## src/rtl/matrix_scan_ctrl.sv

```systemverilog
// -----------------------------------------------------------------------------
// matrix_scan_ctrl
//
// Row-scan controller for a 7-row x 5-column LED matrix. Two 7x5 frame buffers
// (A and B) are kept. One is displayed (front) and the other is written (back).
// Rows are time-multiplexed onto the pins. Each row gets a blanking gap of
// BLANK_CYCLES, then is driven for DWELL_CYCLES. Front and back are exchanged
// only at a frame boundary, so the display never tears.
//
// Optional feature macro: MATRIX_DIM_EN (adds the bright input and per-row
// PWM dimming of colOut within the dwell window).
//
// Ports
//   CLK          in   1  clock
//   reset        in   1  asynchronous reset, active low
//   wr_en        in   1  write strobe into the back buffer
//   wr_row       in   3  row index 0..6 (7 is ignored)
//   wr_data      in   5  column bits for that row (bit i = column i, 1 = on)
//   swap_req     in   1  pulse: exchange front/back at next frame boundary
//   swap_ack     out  1  pulse on the edge the exchange takes effect
//   swap_pending out  1  request accepted and waiting for the boundary
//   frame_start  out  1  pulse as the row-0 blank phase begins (not the first)
//   rowOut       out  7  one-hot active-high row select
//   colOut       out  5  active-high column drive
//   bright       in   3  (MATRIX_DIM_EN only) intensity, 7 = full
//
// Swap handshake: swap_req is a single-cycle request with no ready. It is
// latched into swap_pending unless one is already pending (requests do not
// queue). At the frame boundary a pending request, or one arriving on that
// very cycle, is serviced: front_sel toggles and swap_ack pulses together
// with frame_start.
// -----------------------------------------------------------------------------
module matrix_scan_ctrl #(
    parameter int DWELL_CYCLES = 12000,
    parameter int BLANK_CYCLES = 200
) (
    input  logic       CLK,
    input  logic       reset,
    input  logic       wr_en,
    input  logic [2:0] wr_row,
    input  logic [4:0] wr_data,
    input  logic       swap_req,
    output logic       swap_ack,
    output logic       swap_pending,
    output logic       frame_start,
    output logic [6:0] rowOut,
    output logic [4:0] colOut
`ifdef MATRIX_DIM_EN
    ,
    input  logic [2:0] bright
`endif
);

    localparam int MAX_CYC = (DWELL_CYCLES > BLANK_CYCLES) ? DWELL_CYCLES : BLANK_CYCLES;
    localparam int CW      = (MAX_CYC > 1) ? $clog2(MAX_CYC) : 1;
    localparam logic [CW-1:0] DWELL_LAST = CW'(DWELL_CYCLES - 1);
    localparam logic [CW-1:0] BLANK_LAST = CW'(BLANK_CYCLES - 1);

    typedef enum logic {
        ST_BLANK = 1'b0,
        ST_DRIVE = 1'b1
    } state_t;

    state_t        state_q;
    logic [2:0]    row_q;
    logic [CW-1:0] cnt_q;
    logic          front_sel_q;   // 0: A is front, 1: B is front
    logic          pending_q;
    logic [4:0]    buf_a_q [0:6];
    logic [4:0]    buf_b_q [0:6];

    logic [4:0]    front_cols;
    logic [CW-1:0] cnt_d;         // dwell count of the next DRIVE cycle
    logic [4:0]    col_d;         // colOut value for the next DRIVE cycle

`ifdef MATRIX_DIM_EN
    localparam int LW = CW + 4;
    logic [2:0]    bright_q;
    logic [2:0]    bright_sel;
    logic [LW-1:0] lim;
`endif

    assign swap_pending = pending_q;

    // Front-buffer row currently being scanned.
    always_comb begin
        front_cols = 5'd0;
        for (int i = 0; i < 7; i++) begin
            if (row_q == 3'(i)) begin
                front_cols = front_sel_q ? buf_b_q[i] : buf_a_q[i];
            end
        end
    end

    always_comb begin
        cnt_d = (state_q == ST_BLANK) ? '0 : cnt_q + CW'(1);
`ifdef MATRIX_DIM_EN
        // Brightness is taken live on DRIVE entry and held for the rest of the row.
        bright_sel = (state_q == ST_BLANK) ? bright : bright_q;
        lim        = ((LW'(bright_sel) + LW'(1)) * LW'(DWELL_CYCLES)) >> 3;
        col_d      = ({4'd0, cnt_d} < lim) ? front_cols : 5'd0;
`else
        col_d      = front_cols;
`endif
    end

    // Scan FSM with registered outputs.
    always_ff @(posedge CLK or negedge reset) begin
        if (!reset) begin
            state_q     <= ST_BLANK;
            row_q       <= 3'd0;
            cnt_q       <= '0;
            front_sel_q <= 1'b0;
            pending_q   <= 1'b0;
            rowOut      <= 7'd0;
            colOut      <= 5'd0;
            swap_ack    <= 1'b0;
            frame_start <= 1'b0;
`ifdef MATRIX_DIM_EN
            bright_q    <= 3'd0;
`endif
        end else begin
            swap_ack    <= 1'b0;
            frame_start <= 1'b0;
            if (swap_req) begin
                pending_q <= 1'b1;
            end
            case (state_q)
                ST_BLANK: begin
                    if (cnt_q == BLANK_LAST) begin
                        state_q <= ST_DRIVE;
                        cnt_q   <= '0;
                        rowOut  <= 7'd1 << row_q;
                        colOut  <= col_d;
`ifdef MATRIX_DIM_EN
                        bright_q <= bright;
`endif
                    end else begin
                        cnt_q <= cnt_q + CW'(1);
                    end
                end
                ST_DRIVE: begin
                    if (cnt_q == DWELL_LAST) begin
                        state_q <= ST_BLANK;
                        cnt_q   <= '0;
                        rowOut  <= 7'd0;
                        colOut  <= 5'd0;
                        if (row_q == 3'd6) begin
                            // Frame boundary: the only place the buffers may swap.
                            row_q       <= 3'd0;
                            frame_start <= 1'b1;
                            if (pending_q || swap_req) begin
                                front_sel_q <= ~front_sel_q;
                                swap_ack    <= 1'b1;
                                pending_q   <= 1'b0;
                            end
                        end else begin
                            row_q <= row_q + 3'd1;
                        end
                    end else begin
                        cnt_q  <= cnt_d;
                        colOut <= col_d;
                    end
                end
                default: begin
                    state_q <= ST_BLANK;
                end
            endcase
        end
    end

    // Back-buffer writes. front_sel_q is the pre-swap value, so a write on
    // the swap edge lands in the buffer that is about to become the front.
    always_ff @(posedge CLK or negedge reset) begin
        if (!reset) begin
            for (int i = 0; i < 7; i++) begin
                buf_a_q[i] <= 5'd0;
                buf_b_q[i] <= 5'd0;
            end
        end else if (wr_en && (wr_row != 3'd7)) begin
            if (front_sel_q) begin
                buf_a_q[wr_row] <= wr_data;
            end else begin
                buf_b_q[wr_row] <= wr_data;
            end
        end
    end

endmodule
```

## config.mk

```make
export PLATFORM = sky130hd
export DESIGN_NAME = matrix_scan_ctrl
export DESIGN_NICKNAME = d
export VERILOG_FILES = /design/src/rtl/matrix_scan_ctrl.sv
export SDC_FILE = /design/constraint.sdc
export NUM_CORES = 1
export LEC_CHECK = 0
export BUFFER_PORTS_ARGS = -buffer_cell sky130_fd_sc_hd__buf_2
export CORE_ASPECT_RATIO = 1.2
export CORE_UTILIZATION = 45
export CTS_BUF_LIST = sky130_fd_sc_hd__clkbuf_4 sky130_fd_sc_hd__clkbuf_8 sky130_fd_sc_hd__clkbuf_16
export DETAILED_ROUTE_END_ITERATION = 8
export PLACE_DENSITY = 0.62
export SYNTH_ARGS = -nofsm -noshare
export SYNTH_HDL_FRONTEND = slang
export SYNTH_SLANG_ARGS = --single-unit
```

## constraint.sdc

```tcl
create_clock -name CLK -period 1.9 [get_ports CLK]
set_clock_uncertainty 0.1 [all_clocks]
set_input_delay 0.19 -clock CLK [delete_from_list [all_inputs] [get_ports CLK]]
set_output_delay 0.19 -clock CLK [all_outputs]
set_load 0.005 [all_outputs]
```

==> metrics.md <==
| Metric | Value |
|---|---|
| Synthesized area | `0.00489 sq mm` |
| DRC violations left | `0` |
| Critical Path RT | `2.04 ns` |
| Maximum achievable frequency | `537 MHz` |
| Final Non-Filler Cells | `between 600 and 700` |
| Design area | `0.00573 sq mm` |
| Power, Total | `5330 uW` |
| Pins Over Slew Limit | `0` |
| Core box area | `between 0.01 and 0.015 sq mm` |
| Placed cell count | `580` |
| Number of global-route vias before repair | `about 3400` |
| All-Layer GR Usage | `20.5%` |
| Syn Inst Count | `409` |
| Longest Clk Path Bufs | `2` |
| Number of synthesized flops with an enable pin | `0` |
| P_sw | `1290 uW` |
| Async SR Flop Fraction | `100%` |
| Post-DP HPWL | `8020 um` |
| Avg Synthesized Cell Area | `around 12 sq um` |
| Gate power share | `13.7%` |
| Predominant post-synthesis flop cell | `dfrtp_1` |
| DR vias | `3287` |
| Number of synthesized register bits | `104` |
| P per Cell Area | `approximately 930 mW/mm^2` |
| Setup-failing EPs final | `0` |
| Syn nets | `423` |
| P_int | `4040 uW` |
| Clock sinks | `104` |
| Layout cell share with drive strength beyond 1 | `35.8%` |
| Reg area | `between 0.002 and 0.003 sq mm` |
| Yosys cell types | `48` |
| Clock H-tree levels | `3` |
| Root buffer cell | `clkbuf_16` |
| Worst slew pin tran | `about 0.41 ns` |
| Pre-CTS setup slack | `-0.00634 ns` |
| Startpoint Class | `register` |
| Die width | `roughly 97 um` |
| Area growth syn-to-layout | `17.2%` |
| DR iter-0 viols | `118` |
| Die area | `0.0113 sq mm` |
| Total routed wirelength | `10800 um` |
| Critical path data arrival time | `2.00 ns` |
| Total leakage power | `0.00265 uW` |
| R2R setup slack | `roughly 0.037 ns` |
| Fin nets | `about 480` |
| Sequential area share after synthesis | `a little over half` |
| Initial Utilization | `between 40% and 50%` |
| First-pass GRT wire length | `approximately 18000 um` |
| Sequential power share | `a little over 50%` |
| Worst setup margin | `0.0372 ns` |
| Commonest non-fill, non-tap cell in the layout | `dfrtp_1` |
| Sw Ratio | `24.3%` |
| DIE HEIGHT | `116 um` |
| Vias/cell | `5.47` |
| Total grt overflow | `0` |
| I/O pin count | `27` |
| Final Hold Viols | `0` |
| CP endpoint kind | `register` |
| CP max FO | `4` |
| Commonest non-fill, non-tap cells in the layout | `dfrtp_1, mux2_2, buf_4` |
| Worst ir drop on vdd | `0.531 mV` |
| Antenna violations before repair | `0` |
| Largest net degree at the start of global routing | `55` |
| Fillcell total | `~900` |
| Placement row count | `41` |
| Syn. warnings | `0` |
| Power share of the clock group | `34.9%` |
| Num CTS Buffers | `9` |
| RePlAce Congestion | `approximately 0.86` |
| Status | `complete, no violations` |
| CTS tree | `done` |
| Antenna viol nets, final | `0` |
| Min-Delay Path Class | `input port to register` |
| Worst skew pair latency | `0.34 ns` |
| RSZ-0062 raised after global routing | `yes` |
| MaxCap Viol Count | `0` |
| ANT cells | `0` |
| Avg WL per Cell | `~18 um` |
| End-of-flow core utilization | `a little over half` |
| PortBufs | `26` |
| Clock slew at reported path FFs | `0.07 ns` |
| Post-layout minimum cycle time | `1.86 ns` |
| WS Path Type | `register to register` |
| Pre-antenna DRT Iters | `4` |
| Final period utilization | `98.0%` |
| Area of the multi-input gates | `0.00219 sq mm` |
| DP Area | `roughly 0.0054 sq mm` |
| Slew margin rel. | `72.8%` |
area by class of cell:
class | instances | area share, %
repair buffers | 67 | 8.17
inverters | 3 | 0.197
flip-flops and latches | 104 | 45.5
clock buffers | 12 | 4.33
well taps | 129 | 2.82
clock inverters | 4 | 0.786
multi-input cells | 282 | 38.2
critical path, stage by stage (launching register included):
cell	delay [ns]
dfrtp_1	0.37
ha_1	0.21
nand4_2	0.19
nor3_4	0.23
nand2_1	0.13
nor3_2	0.26
xor2_1	0.27
synth_stat cells, drive strengths merged (2+ instances only):
master / n / area share (%)
nor4: 2 / 0.56
and3: 3 / 0.38
a21oi: 13 / 1.3
nand3: 9 / 0.92
nand2: 34 / 2.6
ha: 2 / 0.51
nor2b: 3 / 0.38
and2: 2 / 0.26
dfrtp: 104 / 53
mux2i: 31 / 6.3
o21ai: 17 / 1.8
o22ai: 4 / 0.51
nor2: 27 / 2.1
nand3b: 3 / 0.46
or3: 10 / 1.3
clkbuf: 11 / 0.84
o31ai: 5 / 0.77
nor3: 7 / 1.3
xnor2: 4 / 0.72
a31oi: 3 / 0.38
a211oi: 3 / 0.46
or3b: 2 / 0.36
mux2: 71 / 16
buf: 9 / 1.4
xor2: 6 / 1.1
nand2b: 8 / 1.0
inv: 3 / 0.23
final timing paths:
check | from | to | cells past startpoint
max | cnt_q[1]$_DFF_PN0_ | front_sel_q$_DFFE_PN0P_ | 6
min reg2reg | rowOut[3]$_DFFE_PN0P_ | rowOut[3]$_DFFE_PN0P_ | 2
min | swap_req | swap_pending$_DFF_PN0_ | 3
max reg2reg | cnt_q[1]$_DFF_PN0_ | front_sel_q$_DFFE_PN0P_ | 6
min in group asynchronous | reset | cnt_q[9]$_DFF_PN0_ | 3
max in group asynchronous | reset | buf_b_q[27]$_DFFE_PN0P_ | 3
state kept, by name (all words and copies together), names as in the netlist:
signal        count
swap_pending      1
rowOut            7
swap_ack          1
front_sel_q       1
cnt_q            14
row_q             3
colOut            5
frame_start       1
buf_a_q          35
buf_b_q          35
state_q           1
power groups by stage:
stage	sequential, uW	clock (uW)	combinational (uW)
floorplan	2720	0	532
global placement	2780	0	710
detailed placement	2780	0	738
CTS	2740	1870	743
global route	2790	1950	800
finish	2740	1860	730
routing by layer:
layer / global-route usage (%) / part of all wire (%)
met1: 26.7 / 46
met2: 35.1 / 50
met3: 2.51 / 2.7
met4: 8.46 / 2.0
met5: 0 / 0
per-stage QoR:
stage	TNS [ns]	hold slack, ns
CTS	0	0.00162
global placement	-0.00439	0.114
floorplan	0	-0.206
detailed placement	-0.00634	0.116
finish	0	0.00218
global route	-0.148	0.0134
cells by family after synthesis:
kind of cell               share of synthesized area [%]
AOI/OAI and AO/OA                                   6.68
DFF                                                 53.3
muxes                                               22.7
and+or+nand+nor                                     12.6
buffers and inverters                               2.46
adders and majority gates                          0.512
xor gates and xnor gates                            1.79
what timing repair did:
item,in CTS,in global routing
pin swaps,1,3
hold buffers,1,0
setup endpoints to repair,1,21
gates resized for setup,0,7
cloned,0,0
setup buffers,0,4
hold endpoints to repair,104,0
No activity file was read; power rests on OpenSTA's default activity.
